$ cat src/rtl/fifo_frame_pkg.sv
// Shared definitions for the framed FIFO writer: state encoding, defaults, CRC-8 step.
// Latency: n/a (constants and pure functions only).
// Backpressure: n/a.
package fifo_frame_pkg;

   // FSM state encoding, kept as plain vectors so older tools can consume it
   localparam logic [2:0] ST_COLLECT = 3'd0;
   localparam logic [2:0] ST_SOF     = 3'd1;
   localparam logic [2:0] ST_LEN     = 3'd2;
   localparam logic [2:0] ST_PAY     = 3'd3;
   localparam logic [2:0] ST_CHK     = 3'd4;

   localparam logic [7:0] SOF_BYTE_DEFAULT = 8'hA5;
   localparam logic [7:0] CRC8_POLY        = 8'h07;

   // One byte of CRC-8: MSB-first, no reflection, no final XOR
   function automatic logic [7:0] crc8_byte(input logic [7:0] crc, input logic [7:0] data);
      logic [7:0] c;
      c = crc ^ data;
      for (int i = 0; i < 8; i++) begin
         c = c[7] ? ((c << 1) ^ CRC8_POLY) : (c << 1);
      end
      return c;
   endfunction

   // Address width for a buffer of the given depth (at least one bit)
   function automatic int buf_aw(input int depth);
      return (depth > 1) ? $clog2(depth) : 1;
   endfunction

endpackage

$ cat src/rtl/fifo_frame_buf.sv
// Payload staging RAM: DEPTH x 8, synchronous write, combinational read, no reset.
// Latency: write visible on read port the cycle after the write edge.
// Backpressure: none; the owner sequences reads and writes.
module fifo_frame_buf #(
   parameter int DEPTH = 255,
   parameter int AW    = 8
) (
   input  logic          clk,
   input  logic          wr_en,
   input  logic [AW-1:0] wr_addr,
   input  logic [7:0]    wr_data,
   input  logic [AW-1:0] rd_addr,
   output logic [7:0]    rd_data
);

   logic [7:0] mem [DEPTH];

   // Store accepted payload bytes
   always_ff @(posedge clk) begin
      if (wr_en) begin
         mem[wr_addr] <= wr_data;
      end
   end

   assign rd_data = mem[rd_addr];

endmodule

$ cat src/rtl/fifo_frame_writer.sv
// Collects a payload from a valid/ready source, then writes SOF, LEN, payload, check to a byte FIFO.
// Latency: SOF can be written the cycle after the last byte is accepted; a frame takes LEN+3 unstalled cycles.
// Backpressure: fifo_full stalls the write phase byte by byte; s_ready is low for the whole write phase.
// Build option: define FIFO_FRAME_WRITER_CRC8_EN for a CRC-8 check byte instead of XOR.
module fifo_frame_writer
   import fifo_frame_pkg::*;
#(
   parameter int         MAX_PAYLOAD = 255,
   parameter logic [7:0] SOF_BYTE    = SOF_BYTE_DEFAULT
) (
   input  logic        clk,
   input  logic        srst_n,
   input  logic        s_valid,
   input  logic [7:0]  s_data,
   input  logic        s_last,
   output logic        s_ready,
   output logic [7:0]  fifo_din,
   output logic        fifo_wr_en,
   input  logic        fifo_full,
   output logic [15:0] frames_sent,
   output logic        split_pulse
);

   localparam int         AW      = buf_aw(MAX_PAYLOAD);
   localparam logic [7:0] MAX_LEN = 8'(MAX_PAYLOAD);

   logic [2:0]  state_q,  state_d;
   logic [7:0]  cnt_q,    cnt_d;
   logic [7:0]  rd_idx_q, rd_idx_d;
   logic [7:0]  check_q,  check_d;
   logic [15:0] frames_q, frames_d;
   logic        split_q,  split_d;
   // Holds s_ready low until the first edge after reset release
   logic        run_q;

   logic        buf_wr_en;
   logic [7:0]  buf_rd_data;
   logic [7:0]  cnt_inc;
   logic        wr_ok;

   assign cnt_inc = cnt_q + 8'd1;
   assign wr_ok   = !fifo_full;

   fifo_frame_buf #(
      .DEPTH (MAX_PAYLOAD),
      .AW    (AW)
   ) u_buf (
      .clk     (clk),
      .wr_en   (buf_wr_en),
      .wr_addr (cnt_q[AW-1:0]),
      .wr_data (s_data),
      .rd_addr (rd_idx_q[AW-1:0]),
      .rd_data (buf_rd_data)
   );

   // Next-state, datapath and output decode for collect and write phases
   always_comb begin
      state_d    = state_q;
      cnt_d      = cnt_q;
      rd_idx_d   = rd_idx_q;
      check_d    = check_q;
      frames_d   = frames_q;
      split_d    = 1'b0;
      buf_wr_en  = 1'b0;
      s_ready    = 1'b0;
      fifo_wr_en = 1'b0;
      fifo_din   = 8'h00;

      case (state_q)
         ST_COLLECT: begin
            s_ready = run_q;
            if (s_valid && run_q) begin
               buf_wr_en = 1'b1;
               cnt_d     = cnt_inc;
`ifndef FIFO_FRAME_WRITER_CRC8_EN
               check_d   = check_q ^ s_data;
`endif
               if (s_last || (cnt_inc == MAX_LEN)) begin
                  state_d = ST_SOF;
                  // A close without s_last means the buffer filled up
                  split_d = !s_last;
`ifdef FIFO_FRAME_WRITER_CRC8_EN
                  // CRC starts with LEN; payload is folded in as it is written out
                  check_d = crc8_byte(8'h00, cnt_inc);
`else
                  check_d = check_q ^ s_data ^ cnt_inc;
`endif
               end
            end
         end

         ST_SOF: begin
            fifo_wr_en = wr_ok;
            fifo_din   = SOF_BYTE;
            if (wr_ok) begin
               state_d = ST_LEN;
            end
         end

         ST_LEN: begin
            fifo_wr_en = wr_ok;
            fifo_din   = cnt_q;
            if (wr_ok) begin
               state_d  = ST_PAY;
               rd_idx_d = 8'd0;
            end
         end

         ST_PAY: begin
            fifo_wr_en = wr_ok;
            fifo_din   = buf_rd_data;
            if (wr_ok) begin
               rd_idx_d = rd_idx_q + 8'd1;
`ifdef FIFO_FRAME_WRITER_CRC8_EN
               check_d  = crc8_byte(check_q, buf_rd_data);
`endif
               if (rd_idx_q == (cnt_q - 8'd1)) begin
                  state_d = ST_CHK;
               end
            end
         end

         ST_CHK: begin
            fifo_wr_en = wr_ok;
            fifo_din   = check_q;
            if (wr_ok) begin
               state_d  = ST_COLLECT;
               frames_d = frames_q + 16'd1;
               cnt_d    = 8'd0;
               check_d  = 8'd0;
               rd_idx_d = 8'd0;
            end
         end

         default: begin
            state_d = ST_COLLECT;
         end
      endcase
   end

   // State and counter registers; reset drops any frame in progress
   always_ff @(posedge clk or negedge srst_n) begin
      if (!srst_n) begin
         state_q  <= ST_COLLECT;
         cnt_q    <= 8'd0;
         rd_idx_q <= 8'd0;
         check_q  <= 8'd0;
         frames_q <= 16'd0;
         split_q  <= 1'b0;
         run_q    <= 1'b0;
      end else begin
         state_q  <= state_d;
         cnt_q    <= cnt_d;
         rd_idx_q <= rd_idx_d;
         check_q  <= check_d;
         frames_q <= frames_d;
         split_q  <= split_d;
         run_q    <= 1'b1;
      end
   end

   assign frames_sent = frames_q;
   assign split_pulse = split_q;

endmodule
$ cat config.mk
export PLATFORM = sky130hd
export DESIGN_NAME = fifo_frame_writer
export DESIGN_NICKNAME = d
export VERILOG_FILES = /design/src/rtl/fifo_frame_pkg.sv /design/src/rtl/fifo_frame_buf.sv /design/src/rtl/fifo_frame_writer.sv
export SDC_FILE = /design/constraint.sdc
export NUM_CORES = 2
export LEC_CHECK = 0
export CAP_MARGIN = 10
export CORE_ASPECT_RATIO = 1.5
export CORE_MARGIN = 2
export CORE_UTILIZATION = 57
export CTS_CLUSTER_SIZE = 14
export DETAILED_ROUTE_END_ITERATION = 6
export GPL_ROUTABILITY_DRIVEN = 0
export GPL_TIMING_DRIVEN = 1
export HOLD_SLACK_MARGIN = 0.12
export PLACE_DENSITY = 0.8
export SYNTH_ARGS = -nofsm -noshare
export SYNTH_HDL_FRONTEND = slang
export SYNTH_SLANG_ARGS = --single-unit
$ cat constraint.sdc
create_clock -name clk -period 2.7 [get_ports clk]
set_input_delay 0.27 -clock clk [delete_from_list [all_inputs] [get_ports clk]]
set_output_delay 0.27 -clock clk [all_outputs]
set_load 0.02 [all_outputs]
==> reports/results.env <==
WORST_EP_REQUIRED_TIME_PS=2430
CLOCK_TREE.BUFFER_DEPTH=3
SYNTH_TOP_CELL_AREA_SHARE_PCT=75.1
VIAS_IN_THE_FIRST_GLOBAL_ROUTE=48600
CTS-ROOT-BUF='clkbuf_16'
HTREEDEPTH=4
FINAL_HOLD_VIOL_COUNT=0
FIN_WORST_SKEW_PS=38.4
CRIT_PATH_KIND='reg2out'
MOST_FREQUENTLY_USED_CELL_TYPE_IN_THE_POST_SYNTHESIS_NETLIST='edfxtp_1'
AREA_GROWTH_SYN_TO_LAYOUT_PCT=19.4
CLOCK_INSERTION_DELAY_WORST_SKEW_PS=830
REG2REGPATHDEPTH=5
SYNTH_WARNINGS=0
PORT-BUFFER-COUNT=39
MAXUSEDROUTINGLAYER='met5'
SETUP_VIOL=381
CELLLEAKAGEPOWER_uW=0.0320
DIE_HEIGHT_UM=467
DRT-VIAS-PER-INSTANCE=7.34
SYNTH_AREA_SQ_MM=0.0816
SLEW_HEADROOM_PCT=25.9
YS_ASYNC_SR_FRACTION_PCT=2.16
TIMING.CRITICAL_PATH.FROM='rd_idx_q[0]$_DFFE_PN0P_'
CAP_VIOLATIONS=0
GRT_START_MAX_NET_PINS=100
DOMINANT_CELLS_BY_AREA_AFTER_SYNTHESIS='edfxtp_1 (75%), mux4_2 (15%), nor2_1 (1.4%), dfrtp_1 (1.4%), mux2i_1 (0.83%)'
SEQ_POWER_SHARE_PCT=40.6
IR_DROP_WORST_CASE_VDD_mV=0.895
PERIOD_UTILISATION_LAYOUT_PCT=171
TRITONCTS_CLOCK_TREE='built'
FIRST_PASS_ITERS=7
GRT_USAGE_PCT=35.7
STARTPOINT_TYPES='register'
DETAILEDROUTE.FIRSTITERATIONVIOLATIONS=9036
ROUTE.LAYER.MET1.WL_UM=74500
HOLD_SLACK_PS=142
WORST_PIN_SLEW_PS=1110
WL_MET2_UM=127000
MET3ROUTEDLENGTH_UM=36400
NUMCTSBUFFERS=176
HOLD_PATH_CLASS='in2reg'
VIA_COUNT=49200
YS.FLOP_TYPE='edfxtp_1'
FILLERINSTANCES=7833
FINAL_NET_COUNT=4715
POWER_DENSITY_mW_PER_MM2=903
POST-DP-HPWL_UM=147000
NET-SWITCHING-POWER_uW=27400
YOSYS.AREA.TOP_TYPE='edfxtp_1'
SYNTHCELLS=3816
FINALCRITICALPERIOD_PS=4620
INITIAL_ANTENNA_VIOLATION_COUNT=19
POST_SYNTH_NUM_CELL_TYPES=70
OVERFLOW=0
RSZ0062_AT_GRT='true'
CP.ARRIVAL_PS=4350
ROWS=170
TIMING.HOLD.WORST_PATH_DEPTH=1
SEQ_AREA_SQ_MM=0.0624
MIN-DELAY-START='s_data[4]'
FMAXACHIEVABLE_MHz=216
SYNTH.NET_COUNT=3837
POST_SYNTH.CELL_AREA_AVG_SQ_UM=21.4
POWER_AFTER_LAYOUT_uW=87900
YOSYS_REGISTER_BITS=2085
PWR-SHARE-CLK_PCT=27.3
MULTI_INPUT_AREA_SQ_MM=0.0187
FAILING_CHECKS='design-rule violations, negative setup slack'
POWER_REPORT.INTERNAL_TOTAL_uW=60500
SYNTH_EDF_COUNT=2040
NUMCLOCKSINKS=2085
DRC_ERRORS=6
DIE_W_UM=313
SEQUENTIAL_FRACTION_OF_THE_SYNTHESIS_AREA_PCT=76.5
PATH_CLK_SLEW_PS=70
TIMING.REG2REG.SETUP_SLACK_PS=-240
IOPINCOUNT=40
POWER_SWITCHING_SHARE_PCT=31.2
INITIAL_UTILIZATION_PCT=57.2
CRIT_FANOUT=15
COMBINATIONALPOWERSHARE_PCT=32.1
CORE-AREA_SQ_MM=0.143
CRITICAL_PATH.ENDPOINT_TYPE='primary output'
DIE-AREA_SQ_MM=0.146
OUTCOME='finished with violations'
R2R_START='cnt_q[5]$_DFFE_PN0P_'
SLEW_VIOL_FINAL=0
TIMING.FINAL.WS_SETUP_PS=-1920
YOSYS-TOP-CELLS-COUNT='edfxtp_1 (2040), mux4_2 (560), nor2_1 (305)'
POST_ROUTE_CELLS_DRIVE_ABOVE_1_SHARE_PCT=37.6
FINAL_ANTENNA_NET_COUNT=0
POSTROUTEWIRELENGTH_UM=267000
ROUTED_WIRE_LENGTH_PER_INSTANCE_UM=39.9
GRT_FIRST_PASS_WIRELENGTH_UM=362000
## area by class of cell
class	count	area share [%]
Multi-Input combinational cell	1485	19.3
Inverter	17	0.0732
Sequential cell	2085	64.1
Tap cell	1892	2.43
Clock inverter	47	0.346
Clock buffer	236	4.87
Antenna cell	11	0.0283
Timing Repair Buffer	929	8.93
## stage by stage
stage               utilization [%]  cells  setup WS [ps]  cell area [sq um]  TNS [ps]
finish                         68.3   6702          -1920              97400    -55420
floorplan                         -   3816          -62.3              81900    -44940
CTS                            67.9   6672          -1750              96800    -13150
detailed placement             63.5   6335          -1650              90500    -11190
global route                   68.3   6693          -1900              97400    -36450
global placement               63.5   6335          -1630              90500    -10910
## final timing paths
path | end
setup / recovery | fifo_din[4]
hold / removal | u_buf.mem[230][4]$_DFFE_PP_
setup reg to reg | u_buf.mem[144][0]$_DFFE_PP_
hold reg to reg | frames_sent[15]$_DFFE_PN0P_
max in group asynchronous | cnt_q[3]$_DFFE_PN0P_
min in group asynchronous | frames_sent[4]$_DFFE_PN0P_
## timing repair
item,CTS,global route
hold endpoints to repair,268,0
setup endpoints to repair,10,232
buffers inserted,38,20
hold buffers,9,0
resized for setup,156,86
cloned,9,2
pin swaps,30,27
## critical path: stages, from the launching register on
cell	delay, ps
dfrtp_4	460
buf_12	130
buf_12	160
buf_16	190
buf_8	160
mux4_2	560
a22oi_2	230
nand2_1	140
o21ai_4	260
buf_4	160
o21ai_0	100
nor4_2	450
buf_4	210
o22ai_2	100
buf_2	200
## flip-flops by register name, indices dropped and copies added, names as in the netlist
signal and count:
check_q 8, u_buf.mem 2040, split_pulse 1, frames_sent 16, rd_idx_q 8, state_q 3
cnt_q 8, run_q 1
## power by group through the flow
stage	Clock (uW)	Sequential [uW]	Combinational, uW
floorplan	0	36300	12900
global placement	0	36400	23100
detailed placement	0	36400	23500
CTS	23700	35700	25600
global route	24800	35700	28300
finish	24000	35700	28300
## logic make-up after synthesis
group	synth area share, %
AO/OA/AOI/OAI	2.30
XOR/XNOR	0.451
adder cells (fa/ha/maj)	0.123
buffers and inverters	1.47
flip-flops	76.5
multiplexers	16.4
other	0.00460
AND/OR/NAND/NOR	2.78
## placed cells by master, fill, tap and decap left out, types with 9 or more instances in the layout
cell type,n
nand3_1,21
dfrtp_1,39
o22ai_1,19
nand2_1,89
a21oi_1,35
nor2_1,291
o21ai_0,30
clkinv_2,10
clkbuf_16,181
edfxtp_1,2040
a22oi_1,44
mux2i_1,63
nor2b_1,17
inv_1,15
clkbuf_8,13
buf_12,90
xnor2_1,25
nand3_2,10
buf_4,747
clkdlybuf4s50_1,20
a221oi_2,9
buf_16,13
a211oi_1,13
mux4_2,560
nor2_2,12
a22o_1,14
nand4_1,10
buf_6,30
xor2_1,17
a22oi_2,9
nor3_1,12
o211ai_1,9
clkbuf_1,52
diode_2,11
clkinv_1,25
## routing by layer
layer	global-route usage, %	up-vias
met5	0.231	-
met4	27.1	34
met3	11.3	1652
met2	57.9	5546
met1	39.4	24400
li1	-	17600
No activity file was read; power rests on OpenSTA's default activity.
